===== src/rtl/fir_coeff_manager.sv =====
// ---------------------------------------------------------------------------
// fir_coeff_manager
//
// Double-buffered coefficient bank and load sequencer for the audio FIR.
// A host streams a complete tap set into a shadow bank. The shadow bank is
// copied into the active bank only on a sample tick, so the FIR never sees a
// partially updated tap set. The active bank drives the FIR coeffs port.
//
// Optional feature macro: FIR_COEFF_READBACK_EN
//   When defined, adds a registered readback port (rd_addr / rd_data) into
//   the active bank.
//
// Ports:
//   clk          system clock
//   rst          asynchronous, active-high reset
//   wr_start     begin a new load (write pointer returns to 0)
//   wr_valid     wr_data is valid
//   wr_ready     manager accepts wr_data (high only while loading)
//   wr_data      signed tap value, written in index order 0..NUM_COEFFS-1
//   wr_last      marks the final tap of a load
//   sample_tick  FIR data_in_valid; the only point where a commit can happen
//   coeffs       active bank, signed taps, to the FIR
//   busy         a load is in progress or waiting for its commit
//   swap_done    one-cycle pulse in the cycle after a commit
//   load_err     sticky flag for a malformed load (cleared by wr_start)
//   rd_addr      (readback only) active-bank tap index
//   rd_data      (readback only) tap value, one cycle after rd_addr
// ---------------------------------------------------------------------------
module fir_coeff_manager #(
  parameter int NUM_COEFFS  = 64,
  parameter int COEFF_WIDTH = 16,
  parameter int ADDR_WIDTH  = $clog2(NUM_COEFFS),
  parameter int RESET_TAP0  = 1
) (
  input  logic                                   clk,
  input  logic                                   rst,
  input  logic                                   wr_start,
  input  logic                                   wr_valid,
  output logic                                   wr_ready,
  input  logic [COEFF_WIDTH-1:0]                 wr_data,
  input  logic                                   wr_last,
  input  logic                                   sample_tick,
  output logic [NUM_COEFFS-1:0][COEFF_WIDTH-1:0] coeffs,
  output logic                                   busy,
  output logic                                   swap_done,
  output logic                                   load_err
`ifdef FIR_COEFF_READBACK_EN
  ,
  input  logic [ADDR_WIDTH-1:0]                  rd_addr,
  output logic [COEFF_WIDTH-1:0]                 rd_data
`endif
);

  localparam logic [1:0] IDLE = 2'd0;
  localparam logic [1:0] LOAD = 2'd1;
  localparam logic [1:0] PEND = 2'd2;

  localparam logic [ADDR_WIDTH-1:0] LAST_IDX = ADDR_WIDTH'(NUM_COEFFS - 1);

  logic [1:0]                             state;
  logic [ADDR_WIDTH-1:0]                  ptr;
  logic [NUM_COEFFS-1:0][COEFF_WIDTH-1:0] shadow;
  logic [NUM_COEFFS-1:0][COEFF_WIDTH-1:0] active;

  logic tap_write;
  logic commit;

  // Handshake outputs are pure decodes of the registered state, so they
  // drop to zero the instant reset is asserted.
  assign wr_ready = (state == LOAD);
  assign busy     = (state != IDLE);
  assign coeffs   = active;

  // A restart in LOAD takes priority over the data on the same cycle, so
  // that cycle's tap is never written.
  assign tap_write = (state == LOAD) && !wr_start && wr_valid;

  // A tick in PEND always commits, even if wr_start arrives together with it.
  assign commit = (state == PEND) && sample_tick;

  // Load sequencer: pointer, state, error flag and commit pulse. A load is
  // well formed only if wr_last arrives exactly on the final tap; anything
  // else (early wr_last, or running past the final tap) aborts to IDLE and
  // leaves the active bank untouched.
  always_ff @(posedge clk or posedge rst) begin
    if (rst) begin
      state     <= IDLE;
      ptr       <= '0;
      swap_done <= 1'b0;
      load_err  <= 1'b0;
    end else begin
      swap_done <= 1'b0;
      case (state)
        IDLE: begin
          if (wr_start) begin
            state    <= LOAD;
            ptr      <= '0;
            load_err <= 1'b0;
          end
        end
        LOAD: begin
          if (wr_start) begin
            ptr <= '0;
          end else if (wr_valid) begin
            if (ptr == LAST_IDX) begin
              ptr <= '0;
              if (wr_last) begin
                state <= PEND;
              end else begin
                state    <= IDLE;
                load_err <= 1'b1;
              end
            end else if (wr_last) begin
              ptr      <= '0;
              state    <= IDLE;
              load_err <= 1'b1;
            end else begin
              ptr <= ptr + 1'b1;
            end
          end
        end
        PEND: begin
          if (sample_tick) begin
            state     <= IDLE;
            swap_done <= 1'b1;
          end else if (wr_start) begin
            state <= LOAD;
            ptr   <= '0;
          end
        end
        default: begin
          state <= IDLE;
          ptr   <= '0;
        end
      endcase
    end
  end

  // Shadow bank: written one tap per accepted transfer. An aborted load
  // simply leaves stale taps here; the next complete load overwrites every
  // entry before it can ever be committed.
  always_ff @(posedge clk or posedge rst) begin
    if (rst) begin
      shadow <= '0;
    end else if (tap_write) begin
      shadow[ptr] <= wr_data;
    end
  end

  // Active bank: reset to a single unity tap so the FIR passes audio through
  // untouched until the first real tap set is committed. The whole bank is
  // replaced in one clock edge, which keeps the update atomic for the FIR.
  always_ff @(posedge clk or posedge rst) begin
    if (rst) begin
      active    <= '0;
      active[0] <= COEFF_WIDTH'(RESET_TAP0);
    end else if (commit) begin
      active <= shadow;
    end
  end

`ifdef FIR_COEFF_READBACK_EN
  // Registered readback of the active bank; addresses beyond the last tap
  // read as zero rather than aliasing onto a real tap.
  always_ff @(posedge clk or posedge rst) begin
    if (rst) begin
      rd_data <= '0;
    end else if (int'(rd_addr) < NUM_COEFFS) begin
      rd_data <= active[rd_addr];
    end else begin
      rd_data <= '0;
    end
  end
`endif

endmodule

===== config.mk =====
export PLATFORM = sky130hd
export DESIGN_NAME = fir_coeff_manager
export DESIGN_NICKNAME = d
export VERILOG_FILES = /design/src/rtl/fir_coeff_manager.sv
export SDC_FILE = /design/constraint.sdc
export NUM_CORES = 2
export LEC_CHECK = 0
export CAP_MARGIN = 20
export CORE_AREA = 2 2 404 406
export DETAILED_ROUTE_END_ITERATION = 8
export DIE_AREA = 0 0 406 408
export PLACE_DENSITY_LB_ADDON = 0.2
export SLEW_MARGIN = 20
export SYNTH_ARGS = -nofsm -noshare
export SYNTH_HDL_FRONTEND = slang
export SYNTH_SLANG_ARGS = --single-unit

===== constraint.sdc =====
create_clock -name clk -period 190.3 [get_ports clk]
set_input_delay 38.06 -clock clk [delete_from_list [all_inputs] [get_ports clk]]
set_output_delay 38.06 -clock clk [all_outputs]
set_load 0.05 [all_outputs]

# Word-level counts from Yosys, hierarchy flattened
# Cells that the tools add are included.
# totals
output_inout_bits	1028
inputBits	22
reg_bits	2058
latchBits	0
romBits	0
mem_count	0
word_cells	183
ram_bits	0
# classes
magnitude_cmp	2
reduce_logical	11
mul	0
n_shift	0
n_bitwise	0
n_mux	27
n_div	0
addsub	1
eq_ne	10
# ops
cell	n
1024-bit bitwise mux	1
16-bit demux with 6-bit select	1
6-bit two-way mux	6
6-bit case mux with 3 select lines	1
16-bit two-way mux	1
2-bit two-way mux	7
1-bit two-way mux	8
2-bit != test, second input constant	4
6-bit by 7-bit less-than comparator with 1-bit output, second input constant	1
6-bit by 1-bit adder with 6-bit output, second input constant	1
6-bit == test, second input constant	1
6-bit by 1-bit greater-or-equal comparator with 1-bit output, second input constant	1
3-bit != test, second input constant	2
2-bit case mux with 3 select lines	1
6-bit AND reduction	1
1-bit logical AND	4
2-bit nonzero test	2
3-bit by 1-bit != test with 1-bit output, second input constant	1
3-bit AND reduction	1
2-bit by 1-bit == test with 1-bit output, second input constant	1
2-bit == test, second input constant	1
2-bit zero test	1
1-bit case mux with 2 select lines	1
2-bit AND reduction	1
1-bit zero test	1

# Logic depth before layout (Yosys ltp)
# logic_depth
depth_word	6
ltp_mapped	9
depth_no_buf	5

# Least setup slack after synthesis
# No wires, ideal clock.
# synth_path
path_kind	in2reg
start	in wr_start
end	reg shadow[240] (netlist name)
cell_stages	6
path_buffers	2
slack_ns	150.623
t_required_ns	190.175
arrival_ns	39.552
setup_time_ns	0.125
path_cell_list	buf_2 and4bb_4 nand4_4 nor3_4 buf_4 mux2_2
# synth_via
elab_chain_len	3
# synth_lines
item	line_no	source
start, declared	37	input logic wr_start,
1-bit zero test	76	assign tap_write = (state == LOAD) && !wr_start && wr_valid;
1-bit logical AND (2 in a row)	76	
end signal, assigned by index	146	shadow[ptr] <= wr_data;
end, declared	62	logic [NUM_COEFFS-1:0][COEFF_WIDTH-1:0] shadow;
# Every way passes these cells.
# A chain may end at the register's enable or synchronous reset.

==> out/qor.yml <==
route:
  ant_nets: 0
  first_iter_violations: 5006
  first_pass_iters: 5
  vias_per_cell: 5.337
  via_count: 53250
  drc_errors: 0
  avgRoutedWirePerCell_um: 24.43
  finalWirelength_um: 243800
floorplan:
  start_util: 0.4839
  die_y_um: 408
  core_sq_um: 161700
  io_pins: 1050
  dieWidth_um: 406
  rows: 148
  die-area_sq_um: 165600
worst_setup_path:
  endpoint: "shadow[735]"
  criticalPathCategory: "in -> async"
  crit_path_max_fanout: 159
  end_kind: "asynchronous set/reset pin"
  critPathRequiredTime_ns: 191.10
  r2r_start: "state[0]"
  worstSetupStartpointType: "input port"
  startpoint: "rst"
  r2r_end: "coeffs[751]"
  rrSetupSlack_ns: 185.39
  r2r_cells: 8
  critPathArrivalTime_ns: 43.37
grt:
  overflow: 0
  first_global_vias: 52480
  track_usage: 0.2923
  grt_start_max_net_pins: 216
  antenna_found_initial: 11
  grt_pass1_wl_um: 356200
power:
  comb_power_share: 0.033
  p_total_w: 0.0008837
  switching_share: 0.2241
  p_seq_frac: 0.505
  p_switching_w: 0.0001980
  p_leak_nw: 51.17
  power_density_nw_per_um2: 9.117
  power_frac_clock: 0.462
  internal-power_w: 0.0006856
  ir_worst_vdd_v: 0.000008134
layout:
  ff_latch_area_sq_um: 51500
  syn2layout_area_growth_pct: 23.92
  multi_input_area_sq_um: 24650
  finalNetCount: 7652
  final_common_cell: "nand2_1"
  fill_cells: 13080
  final_cells: 9977
  final_cell_mix: "3079 x nand2_1, 2057 x dfrtp_1, 1033 x clkdlybuf4s50_1, 923 x mux2_2, 208 x clkbuf_16"
  layout-drive-gt1-share: 0.1889
clocking:
  clkSinkCount: 2058
  clk_pin_slew_ns: 0.06
  clock_path_buffers: 3
  cts_tree: "done"
  numCtsBuffers: 205
  cts_setup_buffers: 0
  clock_latency_ns: 0.84
  ctsResizeCount: 0
  h-tree-depth: 4
  hold_buffers: 0
  clock-root-buffer: "clkbuf_16"
sta:
  setup_viol: 0
  finalSetupTns_ns: 0
  finalCritPeriodShare: 0.2237
  rsz0062_at_grt: "false"
  relSlewSlack: 0.2512
  final_hold_viol_count: 0
  final-max-slew-violation-count: 0
  clock_skew_ns: 0.05400
  fmax_mhz: 23.49
  post-route-min-period_ns: 42.57
  tightestPinTransition_ns: 1.122
  hold_ws_ns: 0.4220
  fin_ws_ns: 147.73
yosys:
  synth_area_leaders: "dfrtp_1 66%, nand2_1 15%, mux2_2 13%, clkbuf_1 1.5%, mux2_4 1.2%"
  synth_top_flop_cell: "dfrtp_1"
  synth_top_cell_by_area: "dfrtp_1"
  synth_top_area_frac: 0.6581
  async_flop_share: 1.000
  synth-seq-cells: 2058
  synth_area_per_cell_sq_um: 11.63
  yosysWarnings: 0
  syn-num-nets: 6748
  synth_edf_count: 0
  ys_types: 57
  synth_area_sq_um: 78220
  synth_cells: 6725
  synth-seq-area-share: 0.6584
hold_path:
  hold_path.class: "reg -> reg"
placement:
  dpl.hpwl_um: 152400
  gp_congestion: 0.8305
  port_buffers: 1049
  place_inst: 9595
  pre_cts_slack_ns: 146.66
run_status:
  outcome: "completed"
run:
  maxCapViolations: 0
-- through the flow --
step	area, sq um	util
finish	96930	0.5996
global route	96920	0.5995
CTS	96850	0.5991
detailed placement	90010	0.5568
global placement	89950	0.5564
floorplan	78220	-
-- worst min-delay path by stage --
stage	cells after the start	slack, ns	from	end
after floorplan	2	0.43	shadow[437]	coeffs[437]
after global placement	2	0.44	shadow[402]	coeffs[402]
after detailed placement	2	0.45	shadow[414]	coeffs[414]
after CTS	2	0.43	shadow[95]	coeffs[95]
after global routing	2	0.45	shadow[95]	coeffs[95]
final	2	0.42	shadow[174]	coeffs[174]
-- final cells by class --
class,count,share of cell area
Multi-Input combinational cell,4235,0.2543
Timing Repair Buffer,1124,0.1153
Inverter,5,0.0003485
Clock buffer,312,0.06247
Clock inverter,63,0.008042
Sequential cell,2058,0.5313
Antenna cell,5,0.0001291
Tap cell,2175,0.02807
-- registers in the layout, summed over array words and instances (netlist names) --
signal     count
coeffs      1024
shadow      1024
ptr            6
state          2
load_err       1
swap_done      1
-- power by group through the flow --
stage	sequential [W]	clock (W)	combinational (W)
global placement	0.000454	0	0.0000296
CTS	0.000446	0.000414	0.0000301
finish	0.000446	0.000408	0.0000294
floorplan	0.000455	0	0.0000194
global route	0.000447	0.000432	0.0000320
detailed placement	0.000454	0	0.0000301
-- worst max-delay path: stages --
cell	delay, ns
clkdlybuf4s50_1	0.49
inv_8	0.59
buf_4	0.84
buf_4	0.65
buf_4	0.87
buf_12	0.64
buf_4	0.86
-- cells in the mapped netlist, types with 4 or more instances --
| cell type | instances |
|---|---|
| nand2_1 | 3079 |
| dfrtp_1 | 2057 |
| mux2_2 | 923 |
| clkbuf_1 | 307 |
| mux2_4 | 60 |
| mux2_1 | 41 |
| buf_4 | 35 |
| buf_1 | 30 |
| buf_6 | 26 |
| buf_2 | 20 |
| nor2_2 | 18 |
| nor2_8 | 18 |
| nor2_4 | 10 |
| nand2_2 | 9 |
| o21ai_0 | 8 |
| nand2_4 | 6 |
| nor2_1 | 6 |
| nor3_4 | 6 |
| buf_12 | 5 |
| buf_8 | 4 |
| inv_1 | 4 |
| nor2b_1 | 4 |
-- kinds of logic after synthesis --
family | share of synthesized area
mux | 0.1503
buf+inv | 0.02684
flops | 0.6584
compound gates | 0.001488
xor+xnor | 0.0001120
simple gates | 0.1627
fa+ha+maj | 0.0001599
-- routing by layer --
layer  GRT usage  wire length (um)
met1      0.4028            101300
met2      0.4464            113000
met3     0.05370             16490
met4      0.1468             12910
met5           0                44
Power figures use the tool's default switching activity.
